==> config.mk <==
export PLATFORM = sky130hd
export DESIGN_NAME = proc_check_monitor_flat
export DESIGN_NICKNAME = d
export VERILOG_FILES = /design/src/rtl/proc_check_monitor_pkg.sv /design/src/rtl/proc_check_monitor_if.sv /design/src/rtl/proc_check_monitor_table.sv /design/src/rtl/proc_check_monitor.sv /design/src/flat_wrapper.sv
export SDC_FILE = /design/constraint.sdc
export NUM_CORES = 1
export LEC_CHECK = 0
export BUFFER_PORTS_ARGS = -buffer_cell sky130_fd_sc_hd__buf_2
export CAP_MARGIN = 10
export CORE_MARGIN = 2
export CORE_UTILIZATION = 55
export CTS_BUF_LIST = sky130_fd_sc_hd__clkbuf_4 sky130_fd_sc_hd__clkbuf_8 sky130_fd_sc_hd__clkbuf_16
export DETAILED_ROUTE_END_ITERATION = 10
export PLACE_DENSITY = 0.83
export SLEW_MARGIN = 20
export SYNTH_ARGS = -nofsm -noshare
export SYNTH_HDL_FRONTEND = slang
export SYNTH_HIERARCHICAL = 1
export SYNTH_SLANG_ARGS = --single-unit
==> constraint.sdc <==
create_clock -name clk -period 7.6 [get_ports clk]
set_clock_uncertainty 0.05 [all_clocks]
set_input_delay 0.76 -clock clk [delete_from_list [all_inputs] [get_ports clk]]
set_output_delay 0.76 -clock clk [all_outputs]
set_load 0.02 [all_outputs]
==> src/rtl/proc_check_monitor_pkg.sv <==
`default_nettype none
// +--------------------------------------------------------------------------+
// | proc_check_pkg: shared encodings for the run-and-check monitor. Rev 1.0   |
// +--------------------------------------------------------------------------+
package proc_check_pkg;

    typedef enum logic [1:0] {
        ST_IDLE  = 2'd0,
        ST_RUN   = 2'd1,
        ST_CHECK = 2'd2,
        ST_DONE  = 2'd3
    } state_t;

    localparam logic [1:0] ERR_NONE        = 2'd0;
    localparam logic [1:0] ERR_MISMATCH    = 2'd1;
    localparam logic [1:0] ERR_RUN_TIMEOUT = 2'd2;
    localparam logic [1:0] ERR_ACK_TIMEOUT = 2'd3;

    localparam logic SEL_REG = 1'b0;
    localparam logic SEL_MEM = 1'b1;

    // A single-entry table still needs a one-bit index.
    function automatic int idx_w(input int n);
        return (n > 1) ? $clog2(n) : 1;
    endfunction

endpackage
`default_nettype wire

==> src/rtl/proc_check_monitor_if.sv <==
`default_nettype none
// +--------------------------------------------------------------------------+
// | proc_check_monitor_if: debug read handshake toward the processor. Rev 1.0 |
// +--------------------------------------------------------------------------+
interface proc_check_monitor_if #(
    parameter int ADDR_W = 8,
    parameter int DATA_W = 32
);
    logic              dbg_req;
    logic              dbg_sel;
    logic [ADDR_W-1:0] dbg_addr;
    logic              dbg_ack;
    logic [DATA_W-1:0] dbg_rdata;

    modport master (output dbg_req, dbg_sel, dbg_addr, input dbg_ack, dbg_rdata);
    modport slave  (input dbg_req, dbg_sel, dbg_addr, output dbg_ack, dbg_rdata);
endinterface
`default_nettype wire

==> src/rtl/proc_check_monitor_table.sv <==
`default_nettype none
// +--------------------------------------------------------------------------+
// | proc_check_table: check entries with valid bits and next-valid search.   |
// | Rev 1.0                                                                  |
// +--------------------------------------------------------------------------+
module proc_check_table
    import proc_check_pkg::*;
#(
    parameter int NUM_CHECKS = 4,
    parameter int ADDR_W     = 8,
    parameter int DATA_W     = 32
) (
    input  logic                             clk,
    input  logic                             reset,
    input  logic                             we,
    input  logic [idx_w(NUM_CHECKS)-1:0]     wr_idx,
    input  logic                             wr_sel,
    input  logic [ADDR_W-1:0]                wr_addr,
    input  logic [DATA_W-1:0]                wr_expect,
    input  logic [idx_w(NUM_CHECKS)-1:0]     rd_idx,
    output logic                             rd_sel,
    output logic [ADDR_W-1:0]                rd_addr,
    output logic [DATA_W-1:0]                rd_expect,
    input  logic [idx_w(NUM_CHECKS):0]       find_from,
    output logic                             find_ok,
    output logic [idx_w(NUM_CHECKS)-1:0]     find_idx
);
    localparam int IW = idx_w(NUM_CHECKS);

    logic [NUM_CHECKS-1:0] valid;
    logic                  sel_mem  [NUM_CHECKS];
    logic [ADDR_W-1:0]     addr_mem [NUM_CHECKS];
    logic [DATA_W-1:0]     exp_mem  [NUM_CHECKS];

    always_ff @(posedge clk or posedge reset) begin
        if (reset) begin
            valid <= '0;
            for (int i = 0; i < NUM_CHECKS; i++) begin
                sel_mem[i]  <= 1'b0;
                addr_mem[i] <= '0;
                exp_mem[i]  <= '0;
            end
        end else if (we && (int'(wr_idx) < NUM_CHECKS)) begin
            valid[wr_idx]    <= 1'b1;
            sel_mem[wr_idx]  <= wr_sel;
            addr_mem[wr_idx] <= wr_addr;
            exp_mem[wr_idx]  <= wr_expect;
        end
    end

    always_comb begin
        rd_sel    = 1'b0;
        rd_addr   = '0;
        rd_expect = '0;
        if (int'(rd_idx) < NUM_CHECKS) begin
            rd_sel    = sel_mem[rd_idx];
            rd_addr   = addr_mem[rd_idx];
            rd_expect = exp_mem[rd_idx];
        end
    end

    // Descending scan so the lowest valid index at or above find_from wins.
    always_comb begin
        find_ok  = 1'b0;
        find_idx = '0;
        for (int i = NUM_CHECKS - 1; i >= 0; i--) begin
            if (valid[i] && (i >= int'(find_from))) begin
                find_ok  = 1'b1;
                find_idx = IW'(i);
            end
        end
    end

endmodule
`default_nettype wire

==> src/rtl/proc_check_monitor.sv <==
`default_nettype none
// +--------------------------------------------------------------------------+
// | proc_check_monitor: runs the processor to halt/timeout, then reads back  |
// | and compares the check table. Rev 1.0                                    |
// +--------------------------------------------------------------------------+
module proc_check_monitor
    import proc_check_pkg::*;
#(
    parameter int                 PC_W          = 16,
    parameter int                 INSTR_W       = 32,
    parameter int                 STATE_W       = 4,
    parameter int                 DATA_W        = 32,
    parameter int                 ADDR_W        = 8,
    parameter int                 NUM_CHECKS    = 4,
    parameter int                 MAX_CYCLES    = 64,
    parameter int                 STABLE_CYCLES = 4,
    parameter logic [STATE_W-1:0] HALT_STATE    = 4'hF,
    parameter int                 ACK_TIMEOUT   = 16
) (
    input  logic                         clk,
    input  logic                         reset,
    input  logic                         start,
    input  logic [PC_W-1:0]              pc_value,
    input  logic [INSTR_W-1:0]           current_instruction,
    input  logic [STATE_W-1:0]           current_state,
    input  logic                         cfg_we,
    input  logic [idx_w(NUM_CHECKS)-1:0] cfg_idx,
    input  logic                         cfg_sel,
    input  logic [ADDR_W-1:0]            cfg_addr,
    input  logic [DATA_W-1:0]            cfg_expect,
    proc_check_monitor_if.master         dbg,
    output logic                         busy,
    output logic                         done,
    output logic                         pass,
    output logic [1:0]                   err_code,
    output logic [idx_w(NUM_CHECKS)-1:0] fail_idx,
    output logic [DATA_W-1:0]            fail_data,
    output logic [31:0]                  cycle_count,
    output logic [INSTR_W-1:0]           last_instr
);
    localparam int IW = idx_w(NUM_CHECKS);

    state_t            state, state_nxt;
    logic              done_nxt, pass_nxt, req, req_nxt, sel, sel_nxt;
    logic [1:0]        err_nxt;
    logic [IW-1:0]     fidx_nxt, cur_idx, cur_nxt, rd_idx, find_idx;
    logic [IW:0]       search_from, from_nxt;
    logic [DATA_W-1:0] fdata_nxt, rd_expect;
    logic [ADDR_W-1:0] addr, addr_nxt, rd_addr;
    logic [31:0]       cnt_nxt, cnt_inc, stab_cnt, stab_nxt, stab_inc, ack_cnt, ack_nxt;
    logic [PC_W-1:0]   prev_pc;
    logic [INSTR_W-1:0] li_nxt;
    logic              rd_sel, find_ok, halt, idle_like;

    assign idle_like = (state == ST_IDLE) || (state == ST_DONE);
    assign busy      = (state == ST_RUN) || (state == ST_CHECK);
    assign cnt_inc   = (cycle_count == 32'hFFFF_FFFF) ? cycle_count : cycle_count + 32'd1;
    assign stab_inc  = (pc_value == prev_pc) ? stab_cnt + 32'd1 : 32'd0;
    assign halt      = (current_state == HALT_STATE) || (stab_inc >= 32'(STABLE_CYCLES - 1));
    assign rd_idx    = req ? cur_idx : find_idx;

    assign dbg.dbg_req  = req;
    assign dbg.dbg_sel  = sel;
    assign dbg.dbg_addr = addr;

    proc_check_table #(
        .NUM_CHECKS (NUM_CHECKS),
        .ADDR_W     (ADDR_W),
        .DATA_W     (DATA_W)
    ) u_table (
        .clk       (clk),
        .reset     (reset),
        .we        (cfg_we && idle_like),
        .wr_idx    (cfg_idx),
        .wr_sel    (cfg_sel),
        .wr_addr   (cfg_addr),
        .wr_expect (cfg_expect),
        .rd_idx    (rd_idx),
        .rd_sel    (rd_sel),
        .rd_addr   (rd_addr),
        .rd_expect (rd_expect),
        .find_from (search_from),
        .find_ok   (find_ok),
        .find_idx  (find_idx)
    );

    always_ff @(posedge clk or posedge reset) begin
        if (reset) begin
            state       <= ST_IDLE;
            done        <= 1'b0;
            pass        <= 1'b0;
            err_code    <= ERR_NONE;
            fail_idx    <= '0;
            fail_data   <= '0;
            cycle_count <= '0;
            last_instr  <= '0;
            stab_cnt    <= '0;
            ack_cnt     <= '0;
            cur_idx     <= '0;
            search_from <= '0;
            req         <= 1'b0;
            sel         <= 1'b0;
            addr        <= '0;
            prev_pc     <= '0;
        end else begin
            state       <= state_nxt;
            done        <= done_nxt;
            pass        <= pass_nxt;
            err_code    <= err_nxt;
            fail_idx    <= fidx_nxt;
            fail_data   <= fdata_nxt;
            cycle_count <= cnt_nxt;
            last_instr  <= li_nxt;
            stab_cnt    <= stab_nxt;
            ack_cnt     <= ack_nxt;
            cur_idx     <= cur_nxt;
            search_from <= from_nxt;
            req         <= req_nxt;
            sel         <= sel_nxt;
            addr        <= addr_nxt;
            prev_pc     <= pc_value;
        end
    end

    always_comb begin
        state_nxt = state;
        done_nxt  = done;
        pass_nxt  = pass;
        err_nxt   = err_code;
        fidx_nxt  = fail_idx;
        fdata_nxt = fail_data;
        cnt_nxt   = cycle_count;
        li_nxt    = last_instr;
        stab_nxt  = stab_cnt;
        ack_nxt   = ack_cnt;
        cur_nxt   = cur_idx;
        from_nxt  = search_from;
        req_nxt   = req;
        sel_nxt   = sel;
        addr_nxt  = addr;
        case (state)
            ST_IDLE, ST_DONE: begin
                if (start) begin
                    state_nxt = ST_RUN;
                    done_nxt  = 1'b0;
                    pass_nxt  = 1'b0;
                    err_nxt   = ERR_NONE;
                    fidx_nxt  = '0;
                    fdata_nxt = '0;
                    cnt_nxt   = '0;
                    stab_nxt  = '0;
                end
            end
            ST_RUN: begin
                cnt_nxt  = cnt_inc;
                stab_nxt = stab_inc;
                // Halt is tested first so it beats a timeout on the same cycle.
                if (halt) begin
                    state_nxt = ST_CHECK;
                    li_nxt    = current_instruction;
                    from_nxt  = '0;
                end else if (cnt_inc >= 32'(MAX_CYCLES)) begin
                    state_nxt = ST_DONE;
                    done_nxt  = 1'b1;
                    err_nxt   = ERR_RUN_TIMEOUT;
                end
            end
            ST_CHECK: begin
                if (!req) begin
                    if (find_ok) begin
                        req_nxt  = 1'b1;
                        sel_nxt  = rd_sel;
                        addr_nxt = rd_addr;
                        cur_nxt  = find_idx;
                        ack_nxt  = '0;
                    end else begin
                        state_nxt = ST_DONE;
                        done_nxt  = 1'b1;
                        pass_nxt  = 1'b1;
                    end
                end else if (dbg.dbg_ack) begin
                    req_nxt = 1'b0;
                    if (dbg.dbg_rdata != rd_expect) begin
                        state_nxt = ST_DONE;
                        done_nxt  = 1'b1;
                        err_nxt   = ERR_MISMATCH;
                        fidx_nxt  = cur_idx;
                        fdata_nxt = dbg.dbg_rdata;
                    end else begin
                        from_nxt = {1'b0, cur_idx} + {{IW{1'b0}}, 1'b1};
                    end
                end else if (ack_cnt + 32'd1 >= 32'(ACK_TIMEOUT)) begin
                    req_nxt   = 1'b0;
                    state_nxt = ST_DONE;
                    done_nxt  = 1'b1;
                    err_nxt   = ERR_ACK_TIMEOUT;
                    fidx_nxt  = cur_idx;
                end else begin
                    ack_nxt = ack_cnt + 32'd1;
                end
            end
            default: state_nxt = ST_IDLE;
        endcase
    end

endmodule
`default_nettype wire

==> src/flat_wrapper.sv <==
// flat-port wrapper written by rule: the top's interface ports become plain ports
module proc_check_monitor_flat import proc_check_pkg::*;
#(
    parameter int                 PC_W          = 16,
    parameter int                 INSTR_W       = 32,
    parameter int                 STATE_W       = 4,
    parameter int                 DATA_W        = 32,
    parameter int                 ADDR_W        = 8,
    parameter int                 NUM_CHECKS    = 4,
    parameter int                 MAX_CYCLES    = 64,
    parameter int                 STABLE_CYCLES = 4,
    parameter logic [STATE_W-1:0] HALT_STATE    = 4'hF,
    parameter int                 ACK_TIMEOUT   = 16
)
  (clk, reset, start, pc_value, current_instruction, current_state, cfg_we, cfg_idx, cfg_sel, cfg_addr, cfg_expect, busy, done, pass, err_code, fail_idx, fail_data, cycle_count, last_instr, dbg_dbg_req, dbg_dbg_sel, dbg_dbg_addr, dbg_dbg_ack, dbg_dbg_rdata);
  proc_check_monitor_if #(.ADDR_W(ADDR_W), .DATA_W(DATA_W)) dbg_i ();
  input  logic clk;
  input  logic reset;
  input  logic start;
  input  logic [PC_W-1:0] pc_value;
  input  logic [INSTR_W-1:0] current_instruction;
  input  logic [STATE_W-1:0] current_state;
  input  logic cfg_we;
  input  logic [idx_w(NUM_CHECKS)-1:0] cfg_idx;
  input  logic cfg_sel;
  input  logic [ADDR_W-1:0] cfg_addr;
  input  logic [DATA_W-1:0] cfg_expect;
  output logic busy;
  output logic done;
  output logic pass;
  output logic [1:0] err_code;
  output logic [idx_w(NUM_CHECKS)-1:0] fail_idx;
  output logic [DATA_W-1:0] fail_data;
  output logic [31:0] cycle_count;
  output logic [INSTR_W-1:0] last_instr;
  output wire logic [$bits(dbg_i.dbg_req)-1:0] dbg_dbg_req;
  output wire logic [$bits(dbg_i.dbg_sel)-1:0] dbg_dbg_sel;
  output wire logic [$bits(dbg_i.dbg_addr)-1:0] dbg_dbg_addr;
  input wire logic [$bits(dbg_i.dbg_ack)-1:0] dbg_dbg_ack;
  input wire logic [$bits(dbg_i.dbg_rdata)-1:0] dbg_dbg_rdata;
  assign dbg_dbg_req = dbg_i.dbg_req;
  assign dbg_dbg_sel = dbg_i.dbg_sel;
  assign dbg_dbg_addr = dbg_i.dbg_addr;
  assign dbg_i.dbg_ack = dbg_dbg_ack;
  assign dbg_i.dbg_rdata = dbg_dbg_rdata;
  proc_check_monitor #(.PC_W(PC_W), .INSTR_W(INSTR_W), .STATE_W(STATE_W), .DATA_W(DATA_W), .ADDR_W(ADDR_W), .NUM_CHECKS(NUM_CHECKS), .MAX_CYCLES(MAX_CYCLES), .STABLE_CYCLES(STABLE_CYCLES), .HALT_STATE(HALT_STATE), .ACK_TIMEOUT(ACK_TIMEOUT)) u_core (.clk(clk), .reset(reset), .start(start), .pc_value(pc_value), .current_instruction(current_instruction), .current_state(current_state), .cfg_we(cfg_we), .cfg_idx(cfg_idx), .cfg_sel(cfg_sel), .cfg_addr(cfg_addr), .cfg_expect(cfg_expect), .dbg(dbg_i), .busy(busy), .done(done), .pass(pass), .err_code(err_code), .fail_idx(fail_idx), .fail_data(fail_data), .cycle_count(cycle_count), .last_instr(last_instr));
endmodule
==> impl_metrics.csv, run 1 <==
group,metric,value,unit
final_layout,final_common_cell,"dfrtp_1",
yosys,synthArstFlopShare,1.00,
yosys,synth_edf_count,0,
floorplan,start_util,0.557,
yosys,yosysWarnings,6,
floorplan,pin_count,245,
yosys,syn_area,18100,sq um
critical_path,r2r-end,"u_core/fail_data[30]",
power_and_ir_drop,p_leak,0.00937,uW
routing,wl_per_cell,20.2,um
place,port_buffers,244,
hold_path,holdPathStages,1,
place,dp_hpwl,31200,um
place,gp_congestion,0.924,
yosys,synth_nets,1728,
critical_path,worstPathCellList,"a21bo_2, a22oi_1, a211oi_1, mux2_2, buf_4, mux4_2, xnor2_1, nand4_1, nor4_1, nand4_1, nor4_1, a2111o_2, o21ai_0",
floorplan,die_h,185,um
flow_run,drv_cap,0,
sta,setup_viol,0,
clocking,numCtsBuffers,40,
clocking,clockRootBuffer,"clkbuf_16",
clocking,cts_tree,"done",
routing,drt-total-wl,45800,um
yosys,yosys.area.top_type,"dfrtp_1",
final_layout,area_delta_synth_final,15.8,%
sta,period_share,0.742,
routing,vias,13800,
critical_path,cp.required,7.92,ns
sta,final.min_clock_period,5.64,ns
global_routing,overflow,0,
critical_path,endpoint_kind,"flop",
hold_path,hold_start,"pc_value[5]",
yosys,synth_seq_cells,367,
power_and_ir_drop,peakVddDrop,0.287,mV
final_layout,fillers,2415,
yosys,synth_area_leaders,"dfrtp_1, mux2_2, mux4_2, o21ai_0, nand2_1",
critical_path,max_stage_delay,0.83,ns
routing,vias_per_cell,6.06,
critical_path,crit_buf_inv,1,
clocking,cts_resized,0,
critical_path,r2r_start,"u_core/u_table/valid[2]",
hold_path,hold_end,"u_core/prev_pc[5]",
sta,relSlewSlack,0.249,
critical_path,cp.depth,13,
final_layout,nNetsFinal,1935,
status,status,"finished clean",
global_routing,grt_pass1_wl,72500,um
routing,drt_iter0_markers,1321,
critical_path,arrival,5.95,ns
routing,antenna_left,0,
floorplan,coreArea,32500,sq um
final_layout,drive_above_1_share,0.332,
clocking,cts.sinks,367,
critical_path,path_class,"flop to flop",
sta,hold_violations,0,
place,dp.cells,2196,
global_routing,grt_pass1_vias,13800,
yosys,postSynthCellCount,1590,
floorplan,die_area,34400,sq um
yosys,yosysUniqueCellTypes,80,
routing,drc,0,
sta,setup_tns,0,ns
hold_path,hold_path_class,"input port to flop",
global_routing,grt_max_degree,118,
clocking,worst_skew_pair.late_latency,0.54,ns
critical_path,slowest_stage,"a2111o_2",
power_and_ir_drop,p_per_area,382,nW/um^2
yosys,synth-main-ff-cell,"dfrtp_1",
yosys,yosysSeqAreaShare,0.508,
sta,maxSlewViolCount,0,
critical_path,reg2reg_depth,13,
yosys,synth_top_area_frac,0.508,
final_layout,final_cell_mix,"dfrtp_1, buf_2, mux2_2",
clocking,cts_hold_buffers,0,
sta,max_freq,177,MHz
sta,tightest_slew,1.12,ns
floorplan,row_count,66,
global_routing,grt_usage,0.265,
critical_path,critPathLaunchType,"flop",
critical_path,crit_family,"compound AO/OA/AOI/OAI gates",
clocking,cts_setup_buffers,0,
critical_path,crit_fanout,64,
global_routing,antenna_found_initial,11,
clocking,clk_pin_slew,0.06,ns
yosys,syn_avg_cell_area,11.4,sq um
clocking,htreeDepth,2,
sta,rsz0062_at_grt,"false",
final_layout,multi_input_area,8370,sq um
final_layout,final_cells,2274,
critical_path,rrSetupSlack,1.96,ns
floorplan,fp.dieW,185,um
routing,first_pass_iters,5,
final_layout,final-seq-area,9180,sq um
clocking,cts_buffer_depth,3,
-- area by class of cell --
cell class | count | share of cell area
Multi-Input combinational cell | 1103 | 0.399
Clock buffer | 56 | 0.0556
Antenna cell | 7 | 0.000836
Clock inverter | 14 | 0.00949
Tap cell | 442 | 0.0264
Inverter | 26 | 0.00526
Timing Repair Buffer | 259 | 0.0648
Sequential cell | 367 | 0.438
-- where the power goes --
part	leakage, uW	switching (uW)	internal, uW
sequential	0.00469	388	2610
combinational	0.00400	1600	1430
clock	0.000683	791	1180
-- stage by stage --
| step | utilization | instance area [sq um] | total power, uW | hold slack, ns | setup slack [ns] |
|---|---|---|---|---|---|
| floorplan | - | 18100 | 5210 | 0.374 | 1.36 |
| global placement | 0.602 | 19500 | 5850 | 0.395 | 2.29 |
| detailed placement | 0.602 | 19500 | 6030 | 0.401 | 2.00 |
| CTS | 0.644 | 20900 | 8040 | 0.283 | 1.95 |
| global route | 0.645 | 20900 | 8460 | 0.282 | 1.43 |
| finish | 0.646 | 21000 | 8000 | 0.302 | 1.96 |
-- cell families (layout without fill, tap and decap cells) --
| logic type | Yosys count | in the layout | share of synthesized area |
|---|---|---|---|
| AND/OR/NAND/NOR | 499 | 499 | 0.144 |
| flip-flops | 367 | 367 | 0.508 |
| multiplexers | 261 | 261 | 0.187 |
| AO/OA/AOI/OAI | 259 | 259 | 0.0878 |
| buffers and inverters | 120 | 355 | 0.0311 |
| XOR/XNOR | 78 | 78 | 0.0378 |
| adder cells (fa/ha/maj) | 6 | 6 | 0.00415 |
| other | 0 | 7 | 0 |
-- synth_stat cells, drive strengths merged (7+ instances only) --
| cell | instances |
|---|---|
| a21oi | 33 |
| dfrtp | 367 |
| nor4 | 32 |
| mux4 | 41 |
| o31ai | 18 |
| a31oi | 14 |
| nor2 | 57 |
| a211oi | 9 |
| mux2 | 212 |
| nand2b | 9 |
| or3 | 10 |
| and3 | 41 |
| and2 | 14 |
| mux2i | 8 |
| nand3 | 46 |
| xor2 | 34 |
| nand4 | 50 |
| buf | 43 |
| xnor2 | 44 |
| o21ai | 128 |
| clkbuf | 51 |
| or4 | 11 |
| o2111ai | 7 |
| nand2 | 165 |
| and4 | 7 |
| nor3 | 34 |
| inv | 26 |
| nor2b | 10 |
-- how the worst max path moves through the flow --
stage,start,endpoint,slack (ns)
finish,u_core/u_table/valid[2],u_core/fail_data[30],1.96
global route,u_core/u_table/valid[2],u_core/fail_data[30],1.43
CTS,u_core/u_table/valid[2],u_core/fail_data[7],1.95
detailed placement,u_core/u_table/valid[2],u_core/fail_data[11],2.00
global placement,u_core/u_table/valid[2],u_core/fail_data[17],2.29
floorplan,reset,u_core/ack_cnt[0],1.36
-- metal layers --
layer / vias to the layer above / global-route usage / wire [um]
met1: 6862 / 0.357 / 18800
met2: 559 / 0.429 / 22100
met3: 106 / 0.0507 / 3280
met4: 10 / 0.0994 / 1570
met5: - / 0 / 57
li1: 6248 / - / -
-- sequential cells by signal, summed over array words and instances (netlist names) --
register / flops
u_core/cur_idx: 2
u_core/err_code: 2
u_core/pass: 1
u_core/u_table/sel_mem: 4
u_core/search_from: 3
u_core/cycle_count: 32
u_core/dbg.dbg_req: 1
u_core/dbg.dbg_sel: 1
u_core/state: 2
u_core/stab_cnt: 32
u_core/u_table/valid: 4
u_core/fail_data: 32
u_core/u_table/addr_mem: 32
u_core/last_instr: 32
u_core/prev_pc: 16
u_core/done: 1
u_core/u_table/exp_mem: 128
u_core/dbg.dbg_addr: 8
u_core/ack_cnt: 32
u_core/fail_idx: 2
(Power assumes the default switching activity.)
==> run 2, diff against run 1 <==
clock period = 5.35 ns   (was 7.6 ns; I/O delays follow)
==> run 2 against run 1 <==
  * Maximum frequency rose by 17%
  * Sequential share of layout area fell by 0.18 points
  * Global-route usage increased by 0.67 points
  * Sequential power is 43% higher
  * Die area unchanged
  * Critical path type unchanged
  * First-iteration DRC count is the same
  * Final area is 0.42% higher
  * Utilization is 0.27 points higher
  * Flip-flop and latch count did not move
  * Wire length is 2.8% higher
  * Setup slack worse by 1.4 ns
==> impl_metrics.csv, run 2 (synthesis results as in run 1) <==
group,metric,value,unit
status,status,"finished clean",
sta,period_share,0.902,
routing,wl_per_cell,20.7,um
clocking,worst_skew_pair.late_latency,0.55,ns
sta,setup_tns,0,ns
sta,hold_violations,0,
power_and_ir_drop,peakVddDrop,0.393,mV
clocking,clockRootBuffer,"clkbuf_16",
power_and_ir_drop,p_leak,0.00942,uW
place,dp.cells,2202,
routing,drt-total-wl,47100,um
power_and_ir_drop,p_per_area,552,nW/um^2
clocking,cts_buffer_depth,3,
routing,vias,14000,
sta,setup_viol,0,
floorplan,die_h,185,um
global_routing,grt_usage,0.272,
routing,drc,0,
sta,final.min_clock_period,4.83,ns
sta,max_freq,207,MHz
place,dp_hpwl,32000,um
clocking,cts_tree,"done",
clocking,cts_hold_buffers,0,
clocking,cts_setup_buffers,0,
global_routing,antenna_found_initial,9,
critical_path,cp.required,5.74,ns
global_routing,grt_pass1_vias,14000,
clocking,cts_resized,0,
final_layout,top_register,"u_core/u_table/exp_mem",
clocking,cts.sinks,367,
floorplan,fp.dieW,185,um
routing,drt_iter0_markers,1321,
final_layout,final_cell_mix,"dfrtp_1, buf_2, mux2_2",
flow_run,drv_cap,0,
critical_path,path_class,"flop to flop",
final_layout,largest_reg_flops,128,
final_layout,final_cells,2279,
place,port_buffers,244,
critical_path,arrival,5.22,ns
clocking,clk_pin_slew,0.06,ns
final_layout,area_delta_synth_final,16.3,%
final_layout,nNetsFinal,1941,
clocking,numCtsBuffers,40,
global_routing,grt_max_degree,122,
floorplan,pin_count,245,
floorplan,row_count,66,
critical_path,endpoint_kind,"flop",
routing,first_pass_iters,6,
final_layout,final_common_cell,"dfrtp_1",
place,gp_congestion,0.901,
global_routing,grt_pass1_wl,73900,um
sta,relSlewSlack,0.270,
sta,rsz0062_at_grt,"false",
routing,vias_per_cell,6.13,
sta,maxSlewViolCount,0,
clocking,htreeDepth,2,
floorplan,coreArea,32500,sq um
hold_path,hold_path_class,"input port to flop",
floorplan,die_area,34400,sq um
final_layout,drive_above_1_share,0.334,
critical_path,critPathLaunchType,"flop",
sta,tightest_slew,1.09,ns
routing,antenna_left,0,
critical_path,crit_fanout,33,
global_routing,overflow,0,
floorplan,start_util,0.557,
## run 2: worst max-delay path, cell delays in order (launching register included)
cell and delay [ns]:
dfrtp_1 0.36, a21bo_2 0.21, a22oi_1 0.07, a211oi_1 0.30, mux2_2 0.53, buf_12 0.23, mux4_2 0.54, xnor2_1 0.22
nand4_1 0.14, nor4_1 0.30, nand4_1 0.19, nor4_1 0.41, buf_4 0.20, a2111o_2 0.51, buf_12 0.25, nand2_1 0.08
o21ai_0 0.09
## run 2: metal layers
metal	vias to the layer above	GRT usage	share of wire
li1	6267	-	-
met1	6934	0.350	0.39
met2	626	0.448	0.49
met3	125	0.0669	0.086
met4	8	0.101	0.033
met5	-	0	0.00089
## run 2: through the flow
step | cell area [sq um] | hold slack, ns | utilization | setup WS, ns | total power (uW)
after global placement | 19600 | 0.395 | 0.605 | 0.826 | 8400
after detailed placement | 19600 | 0.400 | 0.605 | 0.644 | 8680
after global routing | 21000 | 0.0555 | 0.648 | 0.263 | 12200
after CTS | 21000 | 0.0585 | 0.647 | 0.574 | 11600
after floorplan | 18100 | 0.374 | - | 0.218 | 7410
final | 21000 | 0.0708 | 0.648 | 0.524 | 11600
## run 2: worst paths after layout
path | endpoint | slack, ns | cells after the start | startpoint
hold / removal | u_core/prev_pc[6] | 0.07 | 1 | pc_value[6]
setup / recovery | u_core/fail_data[15] | 0.52 | 16 | u_core/u_table/valid[2]
setup reg to reg | u_core/fail_data[15] | 0.52 | 16 | u_core/u_table/valid[2]
min in group asynchronous | u_core/fail_data[14] | 0.10 | 2 | reset
hold reg to reg | u_core/u_table/valid[2] | 0.41 | 1 | u_core/u_table/valid[2]
max in group asynchronous | u_core/u_table/exp_mem[62] | 3.75 | 3 | reset
## run 2: layout make-up
type,instances,area [sq um]
clock buffer,59,1200
multi-input combinational,1103,8370
timing repair buffer,265,1420
inverter,26,106
fill,2393,11400
clock inverter,11,189
sequential,367,9180
tap,442,553
antenna,6,15.0
## run 2: power by group
group | leakage, uW | switching, uW | total [uW] | internal [uW]
Combinational | 0.00404 | 2380 | 4470 | 2090
Sequential | 0.00469 | 568 | 4280 | 3710
Clock | 0.000697 | 1120 | 2870 | 1750
==> run 3, diff against run 2 <==
REMOVE_ABC_BUFFERS = 1   (was default)
==> run 3 against run 2 <==
  * Register-to-register slack lost 0.16 ns
  * Critical path depth shrank 1
  * Count of clock-buffer cells in the layout shrank 7
  * Sequential power is essentially flat
  * Flip-flop and latch count is the same
  * Critical endpoint is now u_core/fail_data[6]
  * Largest cell class unchanged
  * Largest power group unchanged
==> impl_metrics.csv, run 3 (synthesis results as in run 1) <==
group,metric,value,unit
status,status,"finished clean",
clocking,cts_setup_buffers,0,
clocking,numCtsBuffers,41,
power_and_ir_drop,p_total,11700,uW
routing,drt-total-wl,44400,um
clocking,clk_pin_slew,0.06,ns
critical_path,critPathLaunchType,"flop",
routing,wl_per_cell,19.4,um
clocking,cts_hold_buffers,0,
sta,setup_viol,0,
critical_path,crit_path_end,"u_core/fail_data[6]",
routing,antenna_left,0,
clocking,worst_skew_pair.late_latency,0.55,ns
global_routing,overflow,0,
critical_path,reg2reg_depth,15,
sta,relSlewSlack,0.284,
place,port_buffers,244,
critical_path,arrival,5.32,ns
global_routing,grt_pass1_wl,71800,um
routing,vias,13700,
floorplan,fp.dieW,185,um
critical_path,cp.required,5.69,ns
routing,drc,0,
clocking,cts_tree,"done",
final_layout,final_util,0.651,
critical_path,rrSetupSlack,0.36,ns
power_and_ir_drop,p_leak,0.00946,uW
critical_path,worstPathCellList,"a21bo_2, a22oi_1, a211oi_1, mux2_2, buf_4, mux4_2, xnor2_1, nand4_1, nor4_1, nand4_1, nor4_1, buf_4, a2111o_2, buf_4, o21ai_0",
final_layout,area_delta_synth_final,16.8,%
place,place_ws,0.587,ns
clocking,cts_resized,0,
clocking,htreeDepth,2,
final_layout,final-seq-area,9180,sq um
critical_path,slowest_stage,"mux2_2",
final_layout,multi_input_area,8370,sq um
final_layout,final_area,21100,sq um
hold_path,hold_path_class,"input port to flop",
routing,first_pass_iters,5,
global_routing,grt_usage,0.261,
final_layout,top_register,"u_core/u_table/exp_mem",
sta,maxSlewViolCount,0,
global_routing,grt_max_degree,125,
floorplan,row_count,66,
critical_path,r2r_start,"u_core/u_table/valid[2]",
critical_path,max_stage_delay,0.65,ns
critical_path,endpoint_kind,"flop",
power_and_ir_drop,p_per_area,553,nW/um^2
global_routing,antenna_found_initial,7,
floorplan,coreArea,32500,sq um
final_layout,drive_above_1_share,0.334,
place,gp_congestion,0.913,
final_layout,largest_reg_flops,128,
place,dp_hpwl,29300,um
routing,drt_iter0_markers,1096,
final_layout,final_cells,2281,
floorplan,die_h,185,um
sta,hold_violations,0,
critical_path,critPathLaunch,"u_core/u_table/valid[2]",
power_and_ir_drop,peakVddDrop,0.451,mV
critical_path,path_common_cell,"buf_4",
global_routing,grt_pass1_vias,13700,
critical_path,crit_fanout,64,
floorplan,start_util,0.557,
routing,vias_per_cell,6.01,
sta,period_share,0.932,
sta,max_freq,201,MHz
clocking,cts_buffer_depth,3,
place,dp.cells,2201,
sta,fin_ws,0.363,ns
clocking,cts.sinks,367,
sta,tightest_slew,1.07,ns
final_layout,final_common_cell,"dfrtp_1",
floorplan,die_area,34400,sq um
final_layout,final_cell_mix,"dfrtp_1, buf_2, mux2_2",
place,dpl_cell_area,19600,sq um
flow_run,drv_cap,0,
final_layout,nNetsFinal,1940,
critical_path,path_class,"flop to flop",
sta,final.min_clock_period,4.99,ns
clocking,clockRootBuffer,"clkbuf_16",
floorplan,pin_count,245,
final_layout,fillers,2478,
critical_path,r2r-end,"u_core/fail_data[6]",
[run 3: cell count changes in the layout (fill, tap and decap cells not counted), moves of 2 or more]
cell / previous run / this run
buf_12: 3 / 1
bufinv_16: 4 / 8
clkinv_2: 4 / 8
clkbuf_16: 40 / 42
clkbuf_4: 10 / 3
clkinv_8: 3 / 1
inv_8: 0 / 2
clkbuf_8: 9 / 7
[run 3: metrics by stage]
stage,hold slack (ns),TNS [ns]
CTS,0.0508,0
floorplan,0.374,-131.47
global route,0.0578,-0.00152
finish,0.0719,0
detailed placement,0.400,0
global placement,0.393,0
[run 3: routing by layer]
metal  share of wire  track usage  vias up
li1                -            -     6264
met1            0.41        0.340     6837
met2            0.49        0.438      500
met3           0.073       0.0513      106
met4           0.029       0.0863        8
met5          0.0011            0        -
[run 3: cell type report]
type	count	share of cell area
Inverter	26	0.00533
Tap cell	442	0.0262
Clock buffer	52	0.0554
Multi-Input combinational cell	1103	0.396
Clock inverter	22	0.0165
Sequential cell	367	0.435
Antenna cell	6	0.000711
Timing Repair Buffer	263	0.0651
[run 3: power by group]
part           total [uW]  leakage, uW  switching [uW]  internal, uW
clock network        3090     0.000752            1150          1950
logic                4340      0.00402            2280          2050
registers            4250      0.00469             538          3710
total               11700      0.00946            3970          7710
[run 3: worst min path at each step]
stage | endpoint | cells after the start | start | slack [ns]
CTS | u_core/prev_pc[2] | 1 | pc_value[2] | 0.05
finish | u_core/prev_pc[2] | 1 | pc_value[2] | 0.07
floorplan | u_core/u_table/valid[2] | 1 | u_core/u_table/valid[2] | 0.37
detailed placement | u_core/u_table/valid[0] | 1 | u_core/u_table/valid[0] | 0.40
global route | u_core/prev_pc[7] | 1 | pc_value[7] | 0.06
global placement | u_core/u_table/valid[2] | 1 | u_core/u_table/valid[2] | 0.39
[run 3: worst max-delay path: cells and delay by family (launching register included)]
family                 cells  cell delay [ns]
AO/OA/AOI/OAI              5             0.88
XOR/XNOR                   1             0.20
buffers and inverters      3             1.01
flip-flops                 1             0.39
multiplexers               2             1.20
AND/OR/NAND/NOR            4             1.08
